<file path="src/rtl/chip7458_tester.sv">
// chip7458_tester: built-in self-test engine for a chip7458 AND-OR block.
// Sweeps all 1024 input combinations, waits a settle window per vector,
// compares p1y/p2y against the golden AND-OR response, and reports a
// saturating mismatch count plus the first failing vector index.
module chip7458_tester #(
   parameter int SETTLE_CYCLES = 2,
   parameter int ERR_W         = 11
) (
   input  logic             clk,
   input  logic             rst_n,
   input  logic             start,
   output logic             p1a,
   output logic             p1b,
   output logic             p1c,
   output logic             p1d,
   output logic             p1e,
   output logic             p1f,
   output logic             p2a,
   output logic             p2b,
   output logic             p2c,
   output logic             p2d,
   input  logic             p1y,
   input  logic             p2y,
   output logic             busy,
   output logic             done,
   output logic             pass,
   output logic [ERR_W-1:0] err_count,
   output logic             fail_seen,
   output logic [9:0]       first_fail_vec
);

   localparam int CNT_W = (SETTLE_CYCLES > 1) ? $clog2(SETTLE_CYCLES) : 1;
   localparam logic [CNT_W-1:0] SETTLE_LAST = CNT_W'(SETTLE_CYCLES - 1);
   localparam logic [9:0]       VEC_LAST    = 10'h3FF;

   typedef enum logic [1:0] {
      IDLE,
      SETTLE,
      CHECK,
      DONE
   } state_t;

   state_t           state;
   state_t           state_next;
   logic [9:0]       vec;
   logic [CNT_W-1:0] settle_cnt;

   // Control strobes decoded from the current state.
   logic             launch;
   logic             cnt_inc;
   logic             checking;
   logic             advance;
   logic             finish;

   logic             exp1;
   logic             exp2;
   logic             mismatch;
   logic [ERR_W-1:0] err_next;

   // Stimulus comes straight from the vector register, so it is glitch-free.
   assign {p2d, p2c, p2b, p2a, p1f, p1e, p1d, p1c, p1b, p1a} = vec;

   // Golden AND-OR response for the vector currently applied.
   assign exp1     = (vec[0] & vec[1] & vec[2]) | (vec[3] & vec[4] & vec[5]);
   assign exp2     = (vec[6] & vec[7]) | (vec[8] & vec[9]);
   // A vector failing on both outputs still counts as a single error.
   assign mismatch = (p1y != exp1) | (p2y != exp2);

   // Error count including the check happening this cycle; sticks at all-ones.
   always_comb begin
      err_next = err_count;
      if (checking && mismatch && (err_count != {ERR_W{1'b1}}))
         err_next = err_count + ERR_W'(1);
   end

   // State register.
   // NOTE: clocked state uses non-blocking assignments so every flop samples
   // pre-edge values, independent of the order the blocks are evaluated in.
   always_ff @(posedge clk or negedge rst_n) begin
      if (!rst_n) state <= IDLE;
      else        state <= state_next;
   end

   // Next-state and control-strobe decode; start is only honoured when idle or done.
   always_comb begin
      // NOTE: every output gets a default first so no path leaves one
      // unassigned, which would otherwise infer a latch.
      state_next = state;
      launch     = 1'b0;
      cnt_inc    = 1'b0;
      checking   = 1'b0;
      advance    = 1'b0;
      finish     = 1'b0;
      case (state)
         IDLE, DONE: begin
            if (start) begin
               launch     = 1'b1;
               state_next = SETTLE;
            end
         end
         SETTLE: begin
            if (settle_cnt == SETTLE_LAST) state_next = CHECK;
            else                           cnt_inc    = 1'b1;
         end
         CHECK: begin
            checking = 1'b1;
            if (vec == VEC_LAST) begin
               finish     = 1'b1;
               state_next = DONE;
            end else begin
               advance    = 1'b1;
               state_next = SETTLE;
            end
         end
         default: state_next = IDLE;
      endcase
   end

   // Sweep datapath: vector, settle counter and result registers.
   always_ff @(posedge clk or negedge rst_n) begin
      if (!rst_n) begin
         vec            <= '0;
         settle_cnt     <= '0;
         err_count      <= '0;
         fail_seen      <= 1'b0;
         first_fail_vec <= '0;
         busy           <= 1'b0;
         done           <= 1'b0;
         pass           <= 1'b0;
      end else begin
         if (launch) begin
            vec            <= '0;
            settle_cnt     <= '0;
            err_count      <= '0;
            fail_seen      <= 1'b0;
            first_fail_vec <= '0;
            busy           <= 1'b1;
            done           <= 1'b0;
            pass           <= 1'b0;
         end else if (cnt_inc) begin
            settle_cnt <= settle_cnt + CNT_W'(1);
         end

         if (checking) begin
            err_count <= err_next;
            if (mismatch && !fail_seen) begin
               first_fail_vec <= vec;
               fail_seen      <= 1'b1;
            end
         end

         if (advance) begin
            vec        <= vec + 10'd1;
            settle_cnt <= '0;
         end

         if (finish) begin
            busy <= 1'b0;
            done <= 1'b1;
            pass <= (err_next == '0);
         end
      end
   end

endmodule

</file>
<file path="config.mk">
export PLATFORM = sky130hd
export DESIGN_NAME = chip7458_tester
export DESIGN_NICKNAME = d
export VERILOG_FILES = /design/src/rtl/chip7458_tester.sv
export SDC_FILE = /design/constraint.sdc
export NUM_CORES = 1
export LEC_CHECK = 0
export BUFFER_PORTS_ARGS = -buffer_cell sky130_fd_sc_hd__buf_2
export CORE_ASPECT_RATIO = 1.1
export CORE_MARGIN = 4
export CORE_UTILIZATION = 40
export DETAILED_ROUTE_END_ITERATION = 6
export PLACE_DENSITY = 0.61
export SLEW_MARGIN = 25
export SYNTH_ARGS = -nofsm -noshare
export SYNTH_HDL_FRONTEND = slang
export SYNTH_SLANG_ARGS = --single-unit
export TNS_END_PERCENT = 50
</file>
<file path="constraint.sdc">
create_clock -name clk -period 2.39 [get_ports clk]
set_input_delay 0.3585 -clock clk [delete_from_list [all_inputs] [get_ports clk]]
set_output_delay 0.3585 -clock clk [all_outputs]
set_load 0.01 [all_outputs]
</file>
==> Word-level counts from Yosys, hierarchy flattened <==
Index checks and enable logic that the tools add are counted.
{ "word_totals": {"output_inout_bits": 35, "register_bits": 38, "wordCells": 74, "input_bits": 5} }
{ "op_classes": {"eq_ne": 9, "n_addsub": 3, "bitwise_logic": 9, "n_reduce_logical": 12, "mux": 32} }
{ "ops": {"columns": ["operator", "count"], "rows": [
  ["10-bit two-way mux", 5],
  ["11-bit two-way mux", 3],
  ["1-bit two-way mux", 20],
  ["11-bit by 1-bit adder with 11-bit output (second input constant)", 1],
  ["11-bit zero test", 1],
  ["11-bit != test (second input constant)", 1],
  ["10-bit by 1-bit adder with 10-bit output (second input constant)", 1],
  ["10-bit == test (second input constant)", 1],
  ["1-bit bitwise AND", 6],
  ["2-bit two-way mux", 3],
  ["2-bit case mux with 3 select lines", 1],
  ["2-bit nonzero test", 3],
  ["2-bit == test (second input constant)", 2],
  ["2-bit != test (second input constant)", 2],
  ["1-bit logical AND", 3],
  ["1-bit OR", 3],
  ["3-bit nonzero test", 1],
  ["2-bit by 1-bit == test with 1-bit output (second input constant)", 1],
  ["2-bit zero test", 1],
  ["1-bit != test", 2],
  ["2-bit AND reduction", 1],
  ["2-bit OR reduction", 1],
  ["1-bit adder (second input constant)", 1],
  ["1-bit zero test", 1]
]} }

==> Logic depth before layout (Yosys ltp) <==
Gate-level depths: netlist of the first run.
{ "depth": {"word_depth": 10, "ltp_mapped": 9, "depth_no_buf": 8} }

==> Least setup slack after synthesis of the first run <==
Ideal clock, no wire load.
{ "synth_timing": {"path_kind": "reg2reg", "from": "reg vec[0]", "to": "reg pass", "slack_ps": 223, "n_path_buf": 0, "t_required_ps": 2265, "setup_time_ps": 125, "arrival_time_ps": 2042, "path_stages_with_launch": 9, "synth_period_minus_slack_ps": 2167, "cell_sequence": "dfrtp_1 > ha_1 > ha_1 > a31oi_1 > xnor2_1 > o211ai_2 > or3_1 > o2111ai_1 > o21ai_1"} }
{ "synth_between": {"elab_chain_cells": 10, "elab_cells_between_ends": 14, "classes_between": "eq/ne: 2; mux: 4; bitwise: 4; reduce/logical: 4"} }
{ "synth_lines": {"columns": ["item", "line", "rtl"], "rows": [
  ["start, declared", "45", "logic [9:0] vec;"],
  ["start signal, assigned", "153", "vec <= vec + 10'd1;"],
  ["1-bit bitwise AND (2 in a row)", "64", "assign exp1 = (vec[0] & vec[1] & vec[2]) | (vec[3] & vec[4] & vec[5]);"],
  ["1-bit OR", "64", null],
  ["1-bit != test", "67", "assign mismatch = (p1y != exp1) | (p2y != exp2);"],
  ["1-bit OR", "67", null],
  ["1-bit logical AND (2 in a row)", "72", "if (checking && mismatch && (err_count != {ERR_W{1'b1}}))"],
  ["11-bit two-way mux", "72", null],
  ["11-bit zero test", "160", "pass <= (err_next == '0);"],
  ["1-bit two-way mux", "157", "if (finish) begin"],
  ["end signal, assigned", "160", null],
  ["end, declared", "26", "output logic pass,"]
]} }
Parallel ways exist; a longest one is shown, timed or not.
A chain may end at the register's enable or synchronous reset.

==> Worst setup path in the final report of the first run <==
Ends and elaborated chain as after synthesis.

==> impl_table.tex, run 1 <==
\begin{tabular}{lr}
\hline
Metric & Value \\
\hline
\multicolumn{2}{l}{\textbf{Die}} \\
\quad Area of the core region & slightly above 5000 sq um \\
\quad Die height & between 80 and 90 microns \\
\quad Initial Util & roughly 42\% \\
\quad Die Span X & approximately 77 microns \\
\quad Overall die area & 6490 sq um \\
\quad Top-Level Pins & 40 \\
\quad Site Rows & 27 \\
\multicolumn{2}{l}{\textbf{Setup path}} \\
\quad Worst reg2reg path startpoint & vec[0] \\
\quad End of the worst register-to-register path & pass \\
\quad Required time at the endpoint of the critical path & roughly 2.6 ns \\
\quad Path type of the worst setup path & reg2reg \\
\quad Startpoint type of the worst setup path & flop \\
\quad Worst r2r path cells & 8 \\
\quad Data arrival time of the critical path & 2.37 ns \\
\quad Biggest fanout along the worst timing path & 9 \\
\quad FF-to-FF setup slack & $\sim$0.24 ns \\
\quad Type of destination of the critical path & flop \\
\quad Origin of the worst setup path & vec[0] \\
\multicolumn{2}{l}{\textbf{Final layout}} \\
\quad Area overhead of the layout relative to synthesis & 18.9\% \\
\quad Layout cells sized above 1 & 26.2\% \\
\quad Number of diodes added for antenna fixing & 0 \\
\quad Number of nets in the layout & 288 \\
\quad Top library cells by usage in the layout, fill and taps aside & sky130\_fd\_sc\_hd\_\_nand2\_1 (40), sky130\_fd\_sc\_hd\_\_buf\_2 (39), sky130\_fd\_sc\_hd\_\_dfrtp\_1 (36) \\
\quad Most common cell after layout, fill and taps aside & sky130\_fd\_sc\_hd\_\_nand2\_1 \\
\multicolumn{2}{l}{\textbf{Drt}} \\
\quad Drt initial violations & 92 \\
\quad Per-cell via count in the routed design & 5.39 \\
\quad Router iterations before antenna repair & 4 \\
\quad Total DRC errors in the routed layout & 0 \\
\quad Routed vias & between 1,500 and 2,000 \\
\quad Final WL & roughly 5.1 mm \\
\quad DR WL/cell & roughly 15 microns \\
\quad Remaining antenna violation count & 0 \\
\multicolumn{2}{l}{\textbf{Clock network}} \\
\quad Clock sink count & 38 \\
\quad Clock slew at the register clock pins of the worst setup and hold paths & 0.08 ns \\
\quad Clock buffer count from CTS & 5 \\
\quad Clock Latency Late Sink & $\sim$0.29 ns \\
\quad Quantity of hold-fixing buffers added after cts & 0 \\
\quad \# H-tree levels & 2 \\
\quad Longest Clk Path Bufs & 2 \\
\quad Clock root buffer & sky130\_fd\_sc\_hd\_\_clkbuf\_8 \\
\quad CTS tree & done \\
\multicolumn{2}{l}{\textbf{Run}} \\
\quad Max-cap violations & 0 \\
\multicolumn{2}{l}{\textbf{STA}} \\
\quad Portion of the clock cycle consumed by the worst path in the final layout & between 80\% and 90\% \\
\quad Post-route setup TNS & 0 ns \\
\quad RSZ-0062 raised after global routing & no \\
\quad Final number of max-transition violations & 0 \\
\quad Transition time at the pin with the least slew margin & around 0.86 ns \\
\quad Final setup violation count & 0 \\
\quad Final-report hold violation count & 0 \\
\quad Worst relative slew slack & a little over two fifths \\
\quad Max Fclk & around 0.47 GHz \\
\quad Tmin final & around 2.2 ns \\
\quad Clock Skews & 0.00641 ns \\
\multicolumn{2}{l}{\textbf{Place}} \\
\quad IO Port Bufs & 39 \\
\quad HPWL after detailed placement & $\sim$3.7 mm \\
\quad GPL Wtd Cong & around 0.76 \\
\multicolumn{2}{l}{\textbf{Power and ir drop}} \\
\quad Post-layout total power & 1950 uW \\
\quad Highest ir drop seen on vdd & between 0.3 and 0.4 mV \\
\quad Leakage power & 0.00121 uW \\
\quad Power per cell area & $\sim$780 nW/um\^{}2 \\
\multicolumn{2}{l}{\textbf{Synthesis}} \\
\quad Avg Inst Size Synth & approximately 9 sq um \\
\quad Number of flip-flops and latches in the synthesized netlist & 38 \\
\quad Post-synth net total & $\sim$250 \\
\quad Synthesis warning total & 0 \\
\quad Cell area after technology mapping & about 2100 sq um \\
\quad Cell count after synthesis & 235 \\
\quad Post-synth cell types & between 40 and 50 \\
\quad Sequential share of the synthesized area & between 40\% and 50\% \\
\multicolumn{2}{l}{\textbf{Global route}} \\
\quad Antenna violations before repair & 0 \\
\quad Aggregate global-route resource usage & 16.7\% \\
\quad Via count of the first global-routing pass & around 1,800 \\
\quad First-pass GRT wire length & slightly below 9 mm \\
\quad Total global routing overflow & 0 \\
\quad Largest net degree at the start of global routing & 39 \\
\multicolumn{2}{l}{\textbf{Outcome}} \\
\quad Status & finished clean \\
\multicolumn{2}{l}{\textbf{Hold path}} \\
\quad Class of the most critical hold timing path & in2async \\
\hline
\end{tabular}
[cell type report]
cell class,count,area (sq um)
clock inverters,2,16.3
inverters,5,18.8
multi-input cells,176,1070
well taps,58,72.6
repair buffers,52,293
clock buffers,6,82.6
flip-flops and latches,38,953
fillers,493,2560
[kinds of logic (layout without fill, tap and decap cells)]
family / count (synthesis) / count (layout) / share of synthesized area, %
buffers and inverters: 21 / 65 / 4.87
DFF: 38 / 38 / 45.1
muxes: 5 / 5 / 2.38
and+or+nand+nor: 94 / 94 / 21.6
AOI/OAI and AO/OA: 68 / 68 / 21.4
adders and majority gates: 5 / 5 / 2.97
xor gates and xnor gates: 4 / 4 / 1.66
[metal layers]
layer | vias up | GRT usage [%] | share of wire [%]
met5 | - | 0 | 0
li1 | 925 | - | -
met4 | 0 | 4.85 | 1.2
met3 | 6 | 3.35 | 4.1
met2 | 43 | 27.6 | 48
met1 | 844 | 22.2 | 47
[through the flow]
stage | hold slack [ns] | cells | worst slack, ns | util (%) | instance area (sq um)
global placement | 0.463 | 329 | 0.281 | 47.1 | 2390
global route | 0.242 | 337 | 0.0495 | 49.5 | 2510
floorplan | 0.0629 | 235 | 0.223 | - | 2110
detailed placement | 0.468 | 329 | 0.217 | 47.1 | 2390
CTS | 0.200 | 337 | 0.158 | 49.1 | 2490
finish | 0.169 | 337 | 0.240 | 49.5 | 2510
[power by group]
part           switching (uW)  internal (uW)  leakage (uW)
registers                75.9            723      0.000513
clock network             241            237     0.0000478
logic                     409            262      0.000651
total                     726           1220       0.00121
[how the worst max path moves through the flow]
stage,end,depth (start not counted),slack [ns]
after floorplan,pass,8,0.22
after global placement,pass,7,0.28
after detailed placement,pass,7,0.22
after CTS,pass,7,0.16
after global routing,pass,7,0.05
final,pass,8,0.24
[worst max-delay path, stage by stage (launching register included)]
cell                        delay, ns
sky130_fd_sc_hd__dfrtp_1         0.39
sky130_fd_sc_hd__ha_1            0.22
sky130_fd_sc_hd__ha_1            0.19
sky130_fd_sc_hd__a31oi_2         0.19
sky130_fd_sc_hd__xnor2_2         0.13
sky130_fd_sc_hd__o211a_4         0.30
sky130_fd_sc_hd__a2111oi_4       0.34
sky130_fd_sc_hd__o2111ai_1       0.15
sky130_fd_sc_hd__o21ai_1         0.16
[synthesized netlist by cell type]
library cell / n / area, sq um
sky130_fd_sc_hd__o2111ai_1: 3 / 26.3
sky130_fd_sc_hd__o211a_4: 1 / 17.5
sky130_fd_sc_hd__nor3_1: 1 / 5.00
sky130_fd_sc_hd__or3_1: 2 / 12.5
sky130_fd_sc_hd__a41o_1: 1 / 10.0
sky130_fd_sc_hd__a31oi_1: 2 / 12.5
sky130_fd_sc_hd__o21ai_0: 29 / 145
sky130_fd_sc_hd__buf_2: 4 / 20.0
sky130_fd_sc_hd__xor2_1: 1 / 8.76
sky130_fd_sc_hd__o21ai_1: 2 / 10.0
sky130_fd_sc_hd__o22ai_1: 2 / 12.5
sky130_fd_sc_hd__nand4_1: 6 / 37.5
sky130_fd_sc_hd__a32o_1: 1 / 10.0
sky130_fd_sc_hd__nand2b_1: 3 / 18.8
sky130_fd_sc_hd__or2_2: 3 / 18.8
sky130_fd_sc_hd__nor2_1: 8 / 30.0
sky130_fd_sc_hd__a2111oi_4: 1 / 27.5
sky130_fd_sc_hd__and4_1: 1 / 8.76
sky130_fd_sc_hd__o211ai_1: 2 / 15.0
sky130_fd_sc_hd__nor2b_1: 5 / 31.3
sky130_fd_sc_hd__clkbuf_1: 8 / 30.0
sky130_fd_sc_hd__a21oi_1: 10 / 50.1
sky130_fd_sc_hd__o21a_1: 4 / 30.0
sky130_fd_sc_hd__o211ai_2: 1 / 12.5
sky130_fd_sc_hd__nand3_1: 15 / 75.1
sky130_fd_sc_hd__nand2_1: 40 / 150
sky130_fd_sc_hd__buf_1: 1 / 3.75
sky130_fd_sc_hd__a21boi_0: 1 / 7.51
sky130_fd_sc_hd__o31ai_1: 4 / 30.0
sky130_fd_sc_hd__a211oi_1: 2 / 15.0
sky130_fd_sc_hd__buf_4: 1 / 7.51
sky130_fd_sc_hd__and3_1: 6 / 37.5
sky130_fd_sc_hd__dfrtp_1: 38 / 951
sky130_fd_sc_hd__and2_1: 2 / 12.5
sky130_fd_sc_hd__nor4_1: 1 / 6.26
sky130_fd_sc_hd__inv_1: 5 / 18.8
sky130_fd_sc_hd__a22oi_2: 1 / 12.5
sky130_fd_sc_hd__mux2i_1: 5 / 50.1
sky130_fd_sc_hd__a21o_1: 1 / 7.51
sky130_fd_sc_hd__xnor2_1: 3 / 26.3
sky130_fd_sc_hd__buf_6: 2 / 22.5
sky130_fd_sc_hd__ha_1: 5 / 62.6
sky130_fd_sc_hd__and4_2: 1 / 10.0
[flip-flops by register name (all words and copies together) (netlist names), 2 cells and up]
register	flops
state	2
err_count	11
vec	10
first_fail_vec	10
[repair_timing]
action	CTS	global route
resized for setup	0	5
hold endpoints to repair	0	0
setup endpoints to repair	0	1
setup buffers	0	0
Note: power is estimated with default switching activity, not from simulation.
==> run 2: changes to the inputs <==
- REMOVE_ABC_BUFFERS: default -> 1
==> run 2 against run 1 <==
Compared with the run above:
- power is 3.9% higher
- design area is 0.65% lower
- core utilization is 0.32 points lower
- non-clock buffer count is 2 lower
- clock-buffer cell count stayed put
- routed wire length is 3.4% lower
- via count is 3.6% higher
- sequential power is 0.6% lower
- sequential share of layout area is 0.20 points higher
- first-iteration DRC count is 36% higher
- critical endpoint unchanged
==> impl_table.tex, run 2 (synthesized netlist as in run 1, its figures left out) <==
\begin{tabular}{lr}
\hline
Metric & Value \\
\hline
\multicolumn{2}{l}{\textbf{Die}} \\
\quad Top-Level Pins & 40 \\
\quad Overall die area & 6490 sq um \\
\quad Initial Util & about two fifths \\
\quad Site Rows & 27 \\
\quad Die Span X & 77.2 microns \\
\quad Area of the core region & between 5000 and 6000 sq um \\
\quad Die height & $\sim$84 microns \\
\multicolumn{2}{l}{\textbf{Power and ir drop}} \\
\quad Gate power share & between 30\% and 40\% \\
\quad Power per cell area & 813 nW/um\^{}2 \\
\quad Power spent charging and discharging nets & 709 uW \\
\quad Switching Fraction & 35.0\% \\
\quad Post-layout total power & just over 2000 uW \\
\quad Internal Pwr Total & 1320 uW \\
\quad Share of total power in sequential cells & about two fifths \\
\quad Highest ir drop seen on vdd & 0.364 mV \\
\quad Leakage power & between 0.001 and 0.0015 uW \\
\quad Clock power share & 27.7\% \\
\multicolumn{2}{l}{\textbf{Final layout}} \\
\quad Area overhead of the layout relative to synthesis & 18.2\% \\
\quad Number of flip-flops in the largest register & 11 \\
\quad Number of diodes added for antenna fixing & 0 \\
\quad Top library cells by usage in the layout, fill and taps aside & sky130\_fd\_sc\_hd\_\_nand2\_1 (40), sky130\_fd\_sc\_hd\_\_buf\_2 (39), sky130\_fd\_sc\_hd\_\_dfrtp\_1 (37) \\
\quad Number of nets in the layout & roughly 290 \\
\quad Layout Cell Area excl Fill & about 2500 sq um \\
\quad Layout cells sized above 1 & between 20\% and 30\% \\
\quad Register name with the most flops & err\_count \\
\quad Non-filler instance count after layout & approximately 330 \\
\quad Largest registers ranked by flip-flop count & err\_count: 11 flops, first\_fail\_vec: 10 flops, vec: 10 flops \\
\quad Final core area utilization & approximately 49\% \\
\quad Number of fill cells in the layout & 500 \\
\quad Most common cell after layout, fill and taps aside & sky130\_fd\_sc\_hd\_\_nand2\_1 \\
\multicolumn{2}{l}{\textbf{Setup path}} \\
\quad Kind of cell adding the most delay to the critical path & compound AO/OA/AOI/OAI gates \\
\quad Stage delay of the slowest cell on the critical path & 0.45 ns \\
\quad Crit-path slowest cell & sky130\_fd\_sc\_hd\_\_dfrtp\_1 \\
\quad Type of destination of the critical path & flop \\
\quad FF-to-FF setup slack & 0.22 ns \\
\quad Worst path bufs/invs & 0 \\
\quad Data arrival time of the critical path & 2.39 ns \\
\quad Path type of the worst setup path & reg2reg \\
\quad Startpoint type of the worst setup path & flop \\
\quad Critical-path cell list & ha\_2 -> and4\_2 -> nand4\_1 -> o211a\_4 -> a2111oi\_4 -> o2111ai\_1 -> o21ai\_1 \\
\quad Required time at the endpoint of the critical path & $\sim$2.6 ns \\
\quad Biggest fanout along the worst timing path & 9 \\
\multicolumn{2}{l}{\textbf{STA}} \\
\quad Final number of max-transition violations & 0 \\
\quad Tmin final & between 2 and 2.5 ns \\
\quad Transition time at the pin with the least slew margin & roughly 0.85 ns \\
\quad Final hold slack & between 0.15 and 0.2 ns \\
\quad Final setup violation count & 0 \\
\quad Portion of the clock cycle consumed by the worst path in the final layout & between 90\% and 100\% \\
\quad Clock Skews & 0.00786 ns \\
\quad Worst relative slew slack & 43.2\% \\
\quad RSZ-0062 raised after global routing & no \\
\quad Max Fclk & between 0.4 and 0.5 GHz \\
\quad Final-report hold violation count & 0 \\
\multicolumn{2}{l}{\textbf{Drt}} \\
\quad Drt initial violations & $\sim$130 \\
\quad Routed vias & between 1,500 and 2,000 \\
\quad DR WL/cell & between 10 and 15 microns \\
\quad Final WL & around 4.9 mm \\
\quad Router iterations before antenna repair & 6 \\
\quad Per-cell via count in the routed design & 5.64 \\
\quad Total DRC errors in the routed layout & 0 \\
\quad Remaining antenna violation count & 0 \\
\multicolumn{2}{l}{\textbf{Hold path}} \\
\quad Class of the most critical hold timing path & in2async \\
\multicolumn{2}{l}{\textbf{Place}} \\
\quad DP Cell Count & around 330 \\
\quad IO Port Bufs & 39 \\
\quad HPWL after detailed placement & about 3.5 mm \\
\quad GPL Wtd Cong & 0.839 \\
\quad Instance area at placement & about 2400 sq um \\
\multicolumn{2}{l}{\textbf{Global route}} \\
\quad First-pass GRT wire length & between 8 and 9 mm \\
\quad Total global routing overflow & 0 \\
\quad Largest net degree at the start of global routing & 39 \\
\quad Aggregate global-route resource usage & around 16\% \\
\quad Antenna violations before repair & 0 \\
\quad Via count of the first global-routing pass & between 1,500 and 2,000 \\
\multicolumn{2}{l}{\textbf{Clock network}} \\
\quad Clock Latency Late Sink & 0.29 ns \\
\quad Longest Clk Path Bufs & 2 \\
\quad CTS tree & done \\
\quad Quantity of hold-fixing buffers added after cts & 0 \\
\quad Clock root buffer & sky130\_fd\_sc\_hd\_\_clkbuf\_8 \\
\quad \# H-tree levels & 2 \\
\quad Clock buffer count from CTS & 5 \\
\quad Clock slew at the register clock pins of the worst setup and hold paths & $\sim$0.080 ns \\
\quad Clock sink count & 38 \\
\quad Post CTS Setup Buffer Count & 0 \\
\multicolumn{2}{l}{\textbf{Run}} \\
\quad Max-cap violations & 0 \\
\multicolumn{2}{l}{\textbf{Outcome}} \\
\quad Status & finished clean \\
\hline
\end{tabular}
==> run 2: worst paths after layout <==
path,from,endpoint,cells after the start
hold reg to reg,done,done,2
max in group asynchronous,rst_n,err_count[0],1
setup / recovery,err_count[1],pass,7
hold / removal,rst_n,err_count[9],1
setup reg to reg,err_count[1],pass,7
min in group clk,start,busy,3
==> run 2: metal layers <==
layer / global-route usage (%) / vias up / wire length (microns)
li1: - / 918 / -
met1: 20.9 / 898 / 2320
met2: 24.3 / 55 / 2230
met3: 4.00 / 12 / 285
met4: 6.31 / 0 / 110
met5: 0 / - / 0
==> run 2: layout make-up <==
| type | instances | area [sq um] | share of cell area, % |
|---|---|---|---|
| repair buffers | 50 | 278 | 11.2 |
| multi-input cells | 176 | 1060 | 42.4 |
| clock buffers | 6 | 82.6 | 3.32 |
| inverters | 5 | 18.8 | 0.754 |
| flip-flops and latches | 38 | 952 | 38.2 |
| clock inverters | 1 | 30.0 | 1.21 |
| well taps | 58 | 72.6 | 2.91 |
==> run 2: per-stage QoR <==
step           TNS [ns]  setup slack (ns)
2_1_floorplan    -0.424           -0.0424
3_3_place_gp          0             0.283
3_5_place_dp          0             0.228
4_1_cts               0             0.210
5_1_grt               0           0.00947
6_report              0             0.222
==> run 2: power groups by stage <==
stage                     logic, uW  registers [uW]  clock network, uW
after floorplan                 386             832                  0
after global placement          675             800                  0
after detailed placement        673             805                  0
after CTS                       679             792                571
after global routing            757             808                600
final                           670             794                561
==> run 2: repair_timing <==
action                                  4_1_cts  5_1_grt
resized for setup                             0        2
endpoints found under the hold margin         0        0
endpoints found under the setup margin        0        1
==> run 3: changes to the inputs <==
- CORE_UTILIZATION: 40 -> 55
- PLACE_DENSITY: 0.61 -> 0.79
- clock period: 2.39 -> 2.2 ns (I/O delays scaled with it)
==> run 3 against run 2 <==
Compared with the run above:
- combinational power grew 24%
- register-to-register slack lost 0.12 ns
- clock-buffer cell count shrank 1
- critical path type unchanged
- critical endpoint unchanged
==> impl_table.tex, run 3 (synthesized netlist as in run 1, its figures left out) <==
\begin{tabular}{lr}
\hline
Metric & Value \\
\hline
\multicolumn{2}{l}{\textbf{Run}} \\
\quad Max-cap violations & 0 \\
\multicolumn{2}{l}{\textbf{Power and ir drop}} \\
\quad Power per cell area & 830 nW/um\^{}2 \\
\quad Post-layout total power & approximately 2100 uW \\
\quad Highest ir drop seen on vdd & about 0.45 mV \\
\quad Leakage power & between 0.001 and 0.0015 uW \\
\multicolumn{2}{l}{\textbf{Drt}} \\
\quad Router iterations before antenna repair & 4 \\
\quad Final WL & around 5 mm \\
\quad DR WL/cell & about 15 microns \\
\quad Total DRC errors in the routed layout & 0 \\
\quad Per-cell via count in the routed design & 5.73 \\
\quad Remaining antenna violation count & 0 \\
\quad Drt initial violations & around 130 \\
\quad Routed vias & approximately 1,900 \\
\multicolumn{2}{l}{\textbf{Final layout}} \\
\quad Number of diodes added for antenna fixing & 0 \\
\quad Layout Cell Area excl Fill & 2560 sq um \\
\quad Area overhead of the layout relative to synthesis & 21.3\% \\
\quad Number of fill cells in the layout & approximately 300 \\
\quad Final core area utilization & 69.9\% \\
\quad Top library cells by usage in the layout, fill and taps aside & sky130\_fd\_sc\_hd\_\_nand2\_1 (40), sky130\_fd\_sc\_hd\_\_buf\_2 (39), sky130\_fd\_sc\_hd\_\_dfrtp\_1 (38) \\
\quad Largest registers ranked by flip-flop count & err\_count: 11 flops, first\_fail\_vec: 10 flops, vec: 10 flops \\
\quad Number of flip-flops in the largest register & 11 \\
\quad Layout cells sized above 1 & $\sim$29\% \\
\quad Register name with the most flops & err\_count \\
\quad Most common cell after layout, fill and taps aside & sky130\_fd\_sc\_hd\_\_nand2\_1 \\
\quad Number of nets in the layout & 297 \\
\multicolumn{2}{l}{\textbf{Setup path}} \\
\quad Required time at the endpoint of the critical path & approximately 2.4 ns \\
\quad Biggest fanout along the worst timing path & 6 \\
\quad Critical-path cell list & ha\_2 -> ha\_1 -> a31oi\_2 -> xnor2\_2 -> o211a\_4 -> buf\_4 -> and3\_1 -> o2111ai\_1 -> o21ai\_1 \\
\quad Crit-path slowest cell & sky130\_fd\_sc\_hd\_\_dfrtp\_1 \\
\quad Stage delay of the slowest cell on the critical path & around 0.4 ns \\
\quad Startpoint type of the worst setup path & flop \\
\quad Path type of the worst setup path & reg2reg \\
\quad Data arrival time of the critical path & 2.27 ns \\
\quad Type of destination of the critical path & flop \\
\multicolumn{2}{l}{\textbf{Die}} \\
\quad Die height & between 70 and 80 microns \\
\quad Top-Level Pins & 40 \\
\quad Overall die area & $\sim$5000 sq um \\
\quad Die Span X & 67.0 microns \\
\quad Site Rows & 23 \\
\quad Area of the core region & about 3700 sq um \\
\quad Initial Util & $\sim$58\% \\
\multicolumn{2}{l}{\textbf{Place}} \\
\quad IO Port Bufs & 39 \\
\quad GPL Wtd Cong & slightly above 0.9 \\
\quad Instance area at placement & around 2400 sq um \\
\quad HPWL after detailed placement & roughly 3.5 mm \\
\multicolumn{2}{l}{\textbf{Clock network}} \\
\quad Longest Clk Path Bufs & 2 \\
\quad Clock slew at the register clock pins of the worst setup and hold paths & 0.07 ns \\
\quad CTS tree & done \\
\quad Clock Latency Late Sink & just under 0.3 ns \\
\quad Clock sink count & 38 \\
\quad Clock root buffer & sky130\_fd\_sc\_hd\_\_clkbuf\_8 \\
\quad Clock buffer count from CTS & 5 \\
\quad \# H-tree levels & 2 \\
\multicolumn{2}{l}{\textbf{STA}} \\
\quad Final-report hold violation count & 0 \\
\quad Final hold slack & 0.121 ns \\
\quad Final setup violation count & 0 \\
\quad Post-route setup TNS & 0 ns \\
\quad Final number of max-transition violations & 0 \\
\quad Transition time at the pin with the least slew margin & 0.830 ns \\
\quad Clock Skews & around 0.01 ns \\
\quad Portion of the clock cycle consumed by the worst path in the final layout & 95.2\% \\
\quad Max Fclk & between 0.4 and 0.5 GHz \\
\quad Worst relative slew slack & $\sim$45\% \\
\quad Tmin final & $\sim$2.1 ns \\
\multicolumn{2}{l}{\textbf{Outcome}} \\
\quad Status & finished clean \\
\multicolumn{2}{l}{\textbf{Global route}} \\
\quad Total global routing overflow & 0 \\
\quad First-pass GRT wire length & about 8.3 mm \\
\quad Antenna violations before repair & 0 \\
\quad Largest net degree at the start of global routing & 39 \\
\quad Aggregate global-route resource usage & around 22\% \\
\quad Via count of the first global-routing pass & approximately 1,800 \\
\multicolumn{2}{l}{\textbf{Hold path}} \\
\quad Class of the most critical hold timing path & in2async \\
\hline
\end{tabular}
==> run 3: cell types whose count changed in the layout (fill, tap and decap cells not counted), sizes merged <==
cell    previous run  this run
clkbuf             6         5
clkinv             0         2
bufinv             1         0
buf               50        61
==> run 3: metal layers <==
layer / up-vias / share of wire (%) / GRT usage [%] / routed length [microns]
li1: 939 / - / - / -
met1: 928 / 42 / 30.5 / 2110
met2: 55 / 51 / 35.5 / 2540
met3: 8 / 6.1 / 5.39 / 304
met4: 0 / 1.3 / 6.53 / 63
met5: - / 0 / 0 / 0
==> run 3: final cells by class <==
cell class | count | area (sq um) | area share, %
Tap cell | 50 | 62.6 | 2.45
Clock buffer | 5 | 68.8 | 2.69
Multi-Input combinational cell | 176 | 1080 | 42.4
Inverter | 5 | 18.8 | 0.734
Timing Repair Buffer | 61 | 360 | 14.1
Sequential cell | 38 | 951 | 37.2
Clock inverter | 2 | 10.0 | 0.392
==> run 3: final timing paths <==
check,slack (ns),from,end,depth (start not counted)
max in group asynchronous,1.53,rst_n,err_count[10],1
max,0.11,vec[0],pass,9
min,0.12,rst_n,first_fail_vec[4],1
min in group clk,0.37,start,busy,3
min reg2reg,0.48,done,done,2
max reg2reg,0.11,vec[0],pass,9
==> run 3: power by group <==
group	total, uW	leakage [uW]	switching [uW]	internal [uW]
Combinational	833	0.000700	497	336
Clock	448	0.0000438	235	212
Sequential	840	0.000516	57.8	783
==> run 3: repair_timing <==
action                                  4_1_cts  5_1_grt
endpoints found under the setup margin        0        5
gates resized for setup                       0        7
setup buffers                                 0        2
hold buffers                                  0        0
==> run 3: worst max-delay path: cells and delay by family (launching register included) <==
kind / cells / cell delay, ns
AO/OA/AOI/OAI: 4 / 0.73
XOR/XNOR: 1 / 0.16
adder cells (fa/ha/maj): 2 / 0.37
buffers and inverters: 1 / 0.16
flip-flops: 1 / 0.39
AND/OR/NAND/NOR: 1 / 0.16
==> run 3: through the flow <==
stage | std cells | setup slack, ns
global placement | 328 | 0.156
finish | 337 | 0.105
global route | 337 | -0.0235
CTS | 335 | 0.0653
floorplan | 219 | -0.232
detailed placement | 328 | 0.0996
